### src/rtl/mac_pkg.sv
// Shared types and default sizes for the MAC sequencing controller.
// The saturation helper is only referenced when MAC_SAT_EN is defined.
package mac_pkg;

   localparam int DW_DEF   = 8;
   localparam int ACCW_DEF = 20;
   localparam int CNTW_DEF = 8;

   typedef enum logic [1:0] {
      ST_IDLE = 2'd0,
      ST_MUL  = 2'd1,
      ST_ACC  = 2'd2,
      ST_DONE = 2'd3
   } mac_state_e;

   // Largest value an accumulator of the given width can hold (widths up to 63).
   function automatic logic [63:0] sat_max(input int unsigned accw);
      return (64'd1 << accw) - 64'd1;
   endfunction

endpackage

### src/rtl/mac_adder_cells.sv
// Single-bit adder cells used to build the ripple adder inside the shift-add unit.

module hadd (
   input  logic a_i,
   input  logic b_i,
   output logic s_o,
   output logic c_o
);
   assign s_o = a_i ^ b_i;
   assign c_o = a_i & b_i;
endmodule

module full_adder (
   input  logic a_i,
   input  logic b_i,
   input  logic ci_i,
   output logic s_o,
   output logic co_o
);
   assign s_o  = a_i ^ b_i ^ ci_i;
   assign co_o = (a_i & b_i) | (ci_i & (a_i ^ b_i));
endmodule

### src/rtl/mac_shift_add_unit.sv
// Serial shift-add multiplier: one multiplier bit per cycle, exactly DW cycles per
// product regardless of operand values. start_i latches operands, done_o marks the last bit.
module mac_shift_add_unit #(
   parameter int DW = 8
) (
   input  logic            clk,
   input  logic            rst_n,
   input  logic            start_i,
   input  logic [DW-1:0]   a_i,
   input  logic [DW-1:0]   b_i,
   output logic            done_o,
   output logic [2*DW-1:0] product_o
);
   localparam int PW = 2 * DW;
   localparam int CW = (DW > 1) ? $clog2(DW) : 1;

   logic [DW-1:0] a_q;
   logic [DW-1:0] b_q;
   logic [PW-1:0] prod_q;
   logic [PW-1:0] prod_d;
   logic [PW-1:0] addend;
   logic [PW-1:0] carry;
   logic [CW-1:0] cnt_q;
   logic          run_q;
   logic          unused_carry;

   assign addend = b_q[cnt_q] ? (PW'(a_q) << cnt_q) : '0;

   // The product never exceeds 2*DW bits, so the final carry is dropped.
   hadd u_bit0 (
      .a_i (prod_q[0]),
      .b_i (addend[0]),
      .s_o (prod_d[0]),
      .c_o (carry[0])
   );

   for (genvar i = 1; i < PW; i++) begin : g_fa
      full_adder u_fa (
         .a_i  (prod_q[i]),
         .b_i  (addend[i]),
         .ci_i (carry[i-1]),
         .s_o  (prod_d[i]),
         .co_o (carry[i])
      );
   end

   assign unused_carry = carry[PW-1];
   assign done_o       = run_q && (cnt_q == CW'(DW - 1));
   assign product_o    = prod_q;

   always_ff @(posedge clk or negedge rst_n) begin
      if (!rst_n) begin
         a_q    <= '0;
         b_q    <= '0;
         prod_q <= '0;
         cnt_q  <= '0;
         run_q  <= 1'b0;
      end else if (start_i) begin
         a_q    <= a_i;
         b_q    <= b_i;
         prod_q <= '0;
         cnt_q  <= '0;
         run_q  <= 1'b1;
      end else if (run_q) begin
         prod_q <= prod_d;
         cnt_q  <= cnt_q + CW'(1);
         if (done_o) run_q <= 1'b0;
      end
   end

endmodule

### src/rtl/mac_seq_ctrl.sv
// Dot-product sequencer around the serial shift-add multiplier: FSM, accumulator and
// valid/ready handshakes. Define MAC_SAT_EN to clamp the accumulator instead of wrapping.
module mac_seq_ctrl
   import mac_pkg::*;
#(
   parameter int DW   = DW_DEF,
   parameter int ACCW = ACCW_DEF,
   parameter int CNTW = CNTW_DEF
) (
   input  logic            clk,
   input  logic            rst_n,
   input  logic            in_valid,
   output logic            in_ready,
   input  logic [DW-1:0]   in_a,
   input  logic [DW-1:0]   in_b,
   input  logic            in_last,
   output logic            out_valid,
   input  logic            out_ready,
   output logic [ACCW-1:0] out_acc,
   output logic [CNTW-1:0] out_len,
   output logic            out_ovf,
   output logic            busy
);
   localparam int PW = 2 * DW;

   // Handshake rule on both streams: a transfer happens on a rising clk edge where
   // valid and ready are both high; the producer holds its data stable until then.

   mac_state_e      state_q;
   logic            in_ready_q;
   logic            out_valid_q;
   logic            busy_q;
   logic            last_q;
   logic [ACCW-1:0] acc_q;
   logic [ACCW-1:0] acc_d;
   logic [CNTW-1:0] len_q;
   logic            ovf_q;

   logic            start;
   logic            mul_done;
   logic [PW-1:0]   product;
   logic [ACCW:0]   sum_w;

   // in_ready_q is only ever high in IDLE, so it alone qualifies the start.
   assign start = in_valid && in_ready_q;

   mac_shift_add_unit #(
      .DW (DW)
   ) u_mul (
      .clk       (clk),
      .rst_n     (rst_n),
      .start_i   (start),
      .a_i       (in_a),
      .b_i       (in_b),
      .done_o    (mul_done),
      .product_o (product)
   );

   assign sum_w = {1'b0, acc_q} + {{(ACCW + 1 - PW){1'b0}}, product};

`ifdef MAC_SAT_EN
   localparam logic [ACCW-1:0] ACC_MAX = ACCW'(sat_max(ACCW));

   // Once clamped, any non-zero add carries again, so the value stays at the max.
   always_comb begin
      acc_d = sum_w[ACCW-1:0];
      if (sum_w[ACCW]) acc_d = ACC_MAX;
   end
`else
   always_comb begin
      acc_d = sum_w[ACCW-1:0];
   end
`endif

   always_ff @(posedge clk or negedge rst_n) begin
      if (!rst_n) begin
         state_q     <= ST_IDLE;
         in_ready_q  <= 1'b1;
         out_valid_q <= 1'b0;
         busy_q      <= 1'b0;
         last_q      <= 1'b0;
         acc_q       <= '0;
         len_q       <= '0;
         ovf_q       <= 1'b0;
      end else begin
         case (state_q)
            ST_IDLE: begin
               if (start) begin
                  last_q     <= in_last;
                  in_ready_q <= 1'b0;
                  busy_q     <= 1'b1;
                  state_q    <= ST_MUL;
               end
            end
            ST_MUL: begin
               if (mul_done) state_q <= ST_ACC;
            end
            ST_ACC: begin
               acc_q <= acc_d;
               len_q <= len_q + CNTW'(1);
               if (sum_w[ACCW]) ovf_q <= 1'b1;
               if (last_q) begin
                  out_valid_q <= 1'b1;
                  state_q     <= ST_DONE;
               end else begin
                  in_ready_q <= 1'b1;
                  busy_q     <= 1'b0;
                  state_q    <= ST_IDLE;
               end
            end
            ST_DONE: begin
               if (out_ready) begin
                  acc_q       <= '0;
                  len_q       <= '0;
                  ovf_q       <= 1'b0;
                  out_valid_q <= 1'b0;
                  in_ready_q  <= 1'b1;
                  busy_q      <= 1'b0;
                  state_q     <= ST_IDLE;
               end
            end
            default: state_q <= ST_IDLE;
         endcase
      end
   end

   assign in_ready  = in_ready_q;
   assign out_valid = out_valid_q;
   assign busy      = busy_q;
   assign out_acc   = acc_q;
   assign out_len   = len_q;
   assign out_ovf   = ovf_q;

endmodule

### config.mk
export PLATFORM = sky130hd
export DESIGN_NAME = mac_seq_ctrl
export DESIGN_NICKNAME = d
export VERILOG_FILES = /design/src/rtl/mac_pkg.sv /design/src/rtl/mac_adder_cells.sv /design/src/rtl/mac_shift_add_unit.sv /design/src/rtl/mac_seq_ctrl.sv
export SDC_FILE = /design/constraint.sdc
export NUM_CORES = 1
export LEC_CHECK = 0
export BUFFER_PORTS_ARGS = -buffer_cell sky130_fd_sc_hd__buf_2
export CORE_ASPECT_RATIO = 0.6
export CORE_MARGIN = 5
export CORE_UTILIZATION = 64
export CTS_CLUSTER_DIAMETER = 50
export DETAILED_ROUTE_END_ITERATION = 12
export PLACE_DENSITY = 0.94
export SYNTH_ARGS = -nofsm -noshare
export SYNTH_HDL_FRONTEND = slang
export SYNTH_SLANG_ARGS = --single-unit
### constraint.sdc
create_clock -name clk -period 13.7 [get_ports clk]
set_input_delay 1.37 -clock clk [delete_from_list [all_inputs] [get_ports clk]]
set_output_delay 1.37 -clock clk [all_outputs]
set_load 0.02 [all_outputs]
-- Yosys cells after proc, flatten, opt, wreduce, memory -nomap -nowiden
Cells that the tools add are included.
- $add $sub $neg: 3
- magnitude comparators: 1
- equal/unequal tests: 10
- shift-type cells: 1
- multiplexer cells: 31
- bitwise logic cells: 74
- reduce and logical (&&, ||, !) cells: 12
- operator list (kind ; count):
    $mux W16 ; 3
    $pmux W20 S2 ; 1
    $xor A1 B1 Y1 ; 31
    $and A1 B1 Y1 ; 29
    $add A20 B16 Y21 ; 1
    $mux W20 ; 1
    $pmux W8 S2 ; 1
    $shl A8 B3 Y16 ; 1
    $or A1 B1 Y1 ; 14
    $mux W1 ; 12
    $ne A2 B2 Y1 const B ; 6
    $reduce_and A3 Y1 ; 3
    $add A8 B1 Y8 const B ; 1
    $mux W2 ; 4
    $mux W8 ; 1
    $pmux W2 S4 ; 1
    $mux W3 ; 2
    $pmux W1 S3 ; 2
    $eq A2 B2 Y1 const B ; 2
    $lt A3 B4 Y1 const B ; 1
    $pmux W1 S2 ; 2
    $reduce_and A2 Y1 ; 2
    $reduce_and A4 Y1 ; 1
    $reduce_bool A2 Y1 ; 2
    other kinds (7) ; 8
- register bits: 71
- input bits: 21
- output and inout bits: 32
- word-level logic and storage cells: 145

-- Logic depth before layout (Yosys ltp)
- word-level depth: 35
- mapped depth: 24

-- Modules after synthesis
A second synthesis with hierarchy kept.
- cell total of the unflattened synthesis: 428
- area total of the unflattened synthesis: 4438.0 um^2
- modules (own cells, without submodules) (module ; instances ; cells each ; area an instance (um^2)):
    mac_seq_ctrl ; 1 ; 254 ; 2252.2
    mac_shift_add_unit ; 1 ; 158 ; 1873.0
    full_adder ; 15 ; 1 ; 20.0
    hadd ; 1 ; 1 ; 12.5

-- Worst setup path before layout
OpenSTA, ideal clock, no wires.
- kind: flip-flop to flip-flop
- start: register u_mul.cnt_q[0]
- end: register u_mul.prod_q[15] (netlist: u_mul.product_o[15])
- setup time: 0.078 ns
- arrival: 7.010 ns
- data required time: 13.622 ns
- setup slack: 6.611 ns
- stages on the path, launching flop included: 25
- buffers on the path: 1
- clock period less this slack: 7.089 ns
- cell sequence: dfrtp_1 buf_2 mux4_2 nor2b_1 and3_1 ha_1 inv_1 fa_1 fa_1 fa_1 fa_1 fa_1 fa_1 fa_1 fa_1 fa_1 fa_1 fa_1 fa_1 inv_1 fa_1 inv_1 fa_1 or3_1 a21oi_1
- longest elaborated chain between the ends: 35
- elaborated cells between the ends (all ways): 65
- RTL lines (what ; RTL line ; text):
    start: declaration ; mac_shift_add_unit.sv:23 ; logic [CW-1:0] cnt_q;
    start signal: assignment ; mac_shift_add_unit.sv:66 ; cnt_q <= cnt_q + CW'(1);
    $bmux W1 S3 ; mac_shift_add_unit.sv:27 ; assign addend = b_q[cnt_q] ? (PW'(a_q) << cnt_q) : '0;
    $mux W1 (not written as such) ; mac_shift_add_unit.sv:27 ;
    $mux W16 * ; mac_shift_add_unit.sv:27 ;
    $and A1 B1 Y1 or $xor A1 B1 Y1 (tied branches) ; mac_adder_cells.sv:10, mac_adder_cells.sv:21 ;
    $and A1 B1 Y1 ; mac_adder_cells.sv:21 ; assign co_o = (a_i & b_i) | (ci_i & (a_i ^ b_i));
    $or A1 B1 Y1 ; mac_adder_cells.sv:21 ;
    $and A1 B1 Y1 ; mac_adder_cells.sv:21 ;
    $or A1 B1 Y1 ; mac_adder_cells.sv:21 ;
    [19 not listed] ; - ;
    $or A1 B1 Y1 ; mac_adder_cells.sv:21 ;
    $and A1 B1 Y1 ; mac_adder_cells.sv:21 ;
    $or A1 B1 Y1 ; mac_adder_cells.sv:21 ;
    $and A1 B1 Y1 ; mac_adder_cells.sv:21 ;
    $or A1 B1 Y1 ; mac_adder_cells.sv:21 ;
    $xor A1 B1 Y1 * ; mac_adder_cells.sv:20 ; assign s_o = a_i ^ b_i ^ ci_i;
    $mux W16 * ; mac_shift_add_unit.sv:64 ; end else if (run_q) begin
    $mux W16 * ; mac_shift_add_unit.sv:58 ; end else if (start_i) begin
    end signal: assignment ; mac_shift_add_unit.sv:65 ; prod_q <= prod_d;
    end: declaration ; mac_shift_add_unit.sv:19 ; logic [PW-1:0] prod_q;
Mark *: on every way between the ends. The rest lies on a longest branch, timed or not. The select of a mux whose other input is x is not followed.
A chain may end at the register's enable or synchronous reset.

-- Worst setup path after layout
Ends and elaborated chain as after synthesis.

==> impl_metrics.py <==
metrics = {
    "cells_and_area": {
        "fill_cells": 492,
        "drive_above_1_share": 0.1712,
        "antenna_cells": 0,
        "layout_common_cells": "108 x nand2_1, 70 x dfrtp_1, 52 x buf_2",
        "fin_nets": 600,
        "area_growth_pct": 13.01,
        "fin_util": 0.7585,
        "final_common_cell": "nand2_1",
        "final_cells": 636,
    },
    "drt": {
        "drt-initial-drc-count": 384,
        "viasPerCell": 6.096,
        "routedWlPerCell_um": 17.39,
        "via_count": 3877,
        "ant_nets": 0,
        "first_pass_iters": 5,
        "wl_um": 11060,
        "drc": 0,
    },
    "run": {
        "maxCapViolations": 0,
    },
    "global_routing": {
        "grt_max_degree": 72,
        "grt_pass1_wl_um": 18710,
        "first_global_vias": 3870,
        "grt.total_usage": 0.2667,
        "gr-total-overflow": 0,
        "grt_antenna_before_repair": 0,
    },
    "synthesis": {
        "synth_edf_count": 0,
        "synth_warnings": 0,
        "synthTopCellsByArea": "dfrtp_1 38%, nand2_1 8.9%, fa_1 6.6%, ha_1 5.5%, mux2i_1 4.4%",
        "synth_nets": 556,
        "yosys.area.top_type": "dfrtp_1",
        "ys_ff_latch": 71,
        "synthCells": 500,
        "syn_avg_cell_area_um2": 9.116,
        "netlist.area_leader.share": 0.3843,
        "synth_flop_cell": "dfrtp_1",
        "yosysSeqAreaShare": 0.3901,
        "async_flop_share": 1.000,
        "synthDistinctLibCells": 55,
        "synth_area_mm2": 0.004558,
    },
    "cts": {
        "h-tree-depth": 3,
        "cts_tree": "done",
        "root_buffer": "clkbuf_16",
        "cts_hold_buffers": 0,
        "postCtsResizedCells": 0,
        "clk_path_buf_depth": 2,
        "numCtsBuffers": 9,
        "cts_setup_buffers": 0,
        "clock-sinks": 71,
        "cts.clk_slew.worst_paths_ns": 0.06,
        "clock_latency_ns": 0.34,
    },
    "placed_design": {
        "post-dp-hpwl_um": 7870,
        "numPortBuffers": 52,
        "post-place-ws_ns": 5.958,
        "place_inst": 620,
        "place.gp.congestion": 0.9246,
    },
    "power": {
        "powerDensity_mw_per_mm2": 243.6,
        "leakage_nw": 2.491,
        "ir_drop_uv": 169.5,
    },
    "setup_path": {
        "path_max_fanout": 19,
        "critical_path_class": "reg2reg",
        "required_ns": 13.96,
        "crit_path_start_kind": "register",
        "reg2regPathDepth": 23,
        "worstReg2RegStart": "u_mul.cnt_q[0]",
        "worstPathArrival_ns": 8.10,
        "cp-startpoint": "u_mul.cnt_q[0]",
        "reg2reg_to": "u_mul.product_o[15]",
        "r2r_slack_ns": 5.86,
        "end_kind": "register",
    },
    "worst_hold_path": {
        "hold_class": "reg2reg",
        "whs_path_depth": 2,
        "hold_end": "u_mul.b_q[6]",
        "hp-start": "u_mul.b_q[6]",
    },
    "floorplanning": {
        "die_h_um": 75.37,
        "std_cell_rows": 23,
        "pin_count": 53,
        "die_x_um": 119.0,
        "core-area_mm2": 0.006792,
        "dieArea_mm2": 0.008965,
        "start_util": 0.6711,
    },
    "timing": {
        "fin_crit_ns": 7.836,
        "rsz0062_at_grt": "false",
        "fin_setup_tns_ns": 0,
        "post-route-period-util": 0.5720,
        "slew_violations": 0,
        "tightestPinTransition_ns": 1.255,
        "hold_violations": 0,
        "fmax_mhz": 127.6,
        "relSlewSlack": 0.1632,
        "setup_ws_ns": 5.864,
        "final-setup-viol-count": 0,
        "clock_skew_ns": 0.004749,
    },
    "run_status": {
        "outcome": "completed",
    },
}
[report_power, final]
group	total (W)	switching, W	leakage (nW)	internal [W]
clock	0.000240	0.0000899	0.152	0.000150
sequential	0.000408	0.000112	0.909	0.000296
combinational	0.000607	0.000359	1.43	0.000248
total	0.00125	0.000561	2.49	0.000694
[logic make-up after synthesis]
logic type,Yosys count,synth area share
muxes,28,0.06862
DFF,71,0.3901
AOI/OAI and AO/OA,120,0.1760
buffers and inverters,48,0.04556
adders and majority gates,35,0.1208
xor gates and xnor gates,10,0.01921
and+or+nand+nor,188,0.1798
[final cells by class]
cell class                      instances  area, µm²  area share
Multi-Input combinational cell        381       2579      0.5006
Timing Repair Buffer                   54      275.3     0.05344
Clock buffer                           11      252.7     0.04906
Clock inverter                          5      56.30     0.01093
Sequential cell                        71       1778      0.3452
Inverter                               27      101.3     0.01967
Tap cell                               87      108.9     0.02113
[layer usage]
metal | up-vias | track usage | wire length (µm)
li1 | 1826 | - | -
met1 | 1853 | 0.3636 | 4915
met2 | 178 | 0.4314 | 5074
met3 | 20 | 0.06973 | 912
met4 | 0 | 0.08087 | 153
met5 | - | 0 | 0
[flip-flops by register name, indices dropped and copies added, names as in the netlist]
register,cells
out_valid,1
last_q,1
out_acc,20
u_mul.b_q,8
u_mul.cnt_q,3
u_mul.a_q,8
busy,1
in_ready,1
u_mul.run_q,1
u_mul.product_o,16
state_q,2
out_len,8
out_ovf,1
[worst max-delay path by stage]
stage | end | slack, ns
2_1_floorplan | u_mul.product_o[15] | 6.61
3_3_place_gp | u_mul.product_o[15] | 6.29
3_5_place_dp | u_mul.product_o[15] | 5.96
4_1_cts | u_mul.product_o[15] | 5.88
5_1_grt | u_mul.product_o[15] | 5.47
6_report | u_mul.product_o[15] | 5.86
[critical path: stages (launching register included)]
cell,delay [ns]
dfrtp_1,0.77
mux4_2,0.34
nor2b_1,0.32
and3_1,0.23
ha_1,0.14
inv_1,0.04
fa_1,0.38
fa_1,0.39
fa_1,0.39
fa_1,0.40
fa_1,0.40
fa_1,0.40
fa_1,0.41
fa_1,0.42
fa_1,0.40
fa_1,0.38
fa_1,0.38
fa_1,0.36
inv_1,0.08
fa_1,0.16
inv_1,0.05
fa_1,0.38
or3_1,0.38
a21oi_1,0.16
[synth_stat cells (all sizes together) (3+ instances only)]
cell type / instances
a211o: 3
inv: 27
fa: 15
and3: 9
and2: 10
nand2: 108
o211ai: 6
buf: 10
a211oi: 12
nand3: 11
a21oi: 23
a32o: 5
ha: 20
xor2: 6
xnor2: 4
dfrtp: 70
o21ai: 41
a31oi: 3
a22o: 3
a21o: 11
mux2: 6
or2: 4
nor2: 31
clkbuf: 11
mux2i: 20
[metrics by stage]
stage / hold slack [ns] / instance area [µm²] / total power (W)
6_report: 0.4774 / 5151 / 0.001255
5_1_grt: 0.5114 / 5151 / 0.001355
4_1_cts: 0.4754 / 5151 / 0.001253
3_5_place_dp: 0.4616 / 4842 / 0.001002
3_3_place_gp: 0.4593 / 4842 / 0.0009601
2_1_floorplan: 0.4403 / 4558 / 0.0008476
Power figures use the tool's default switching activity.
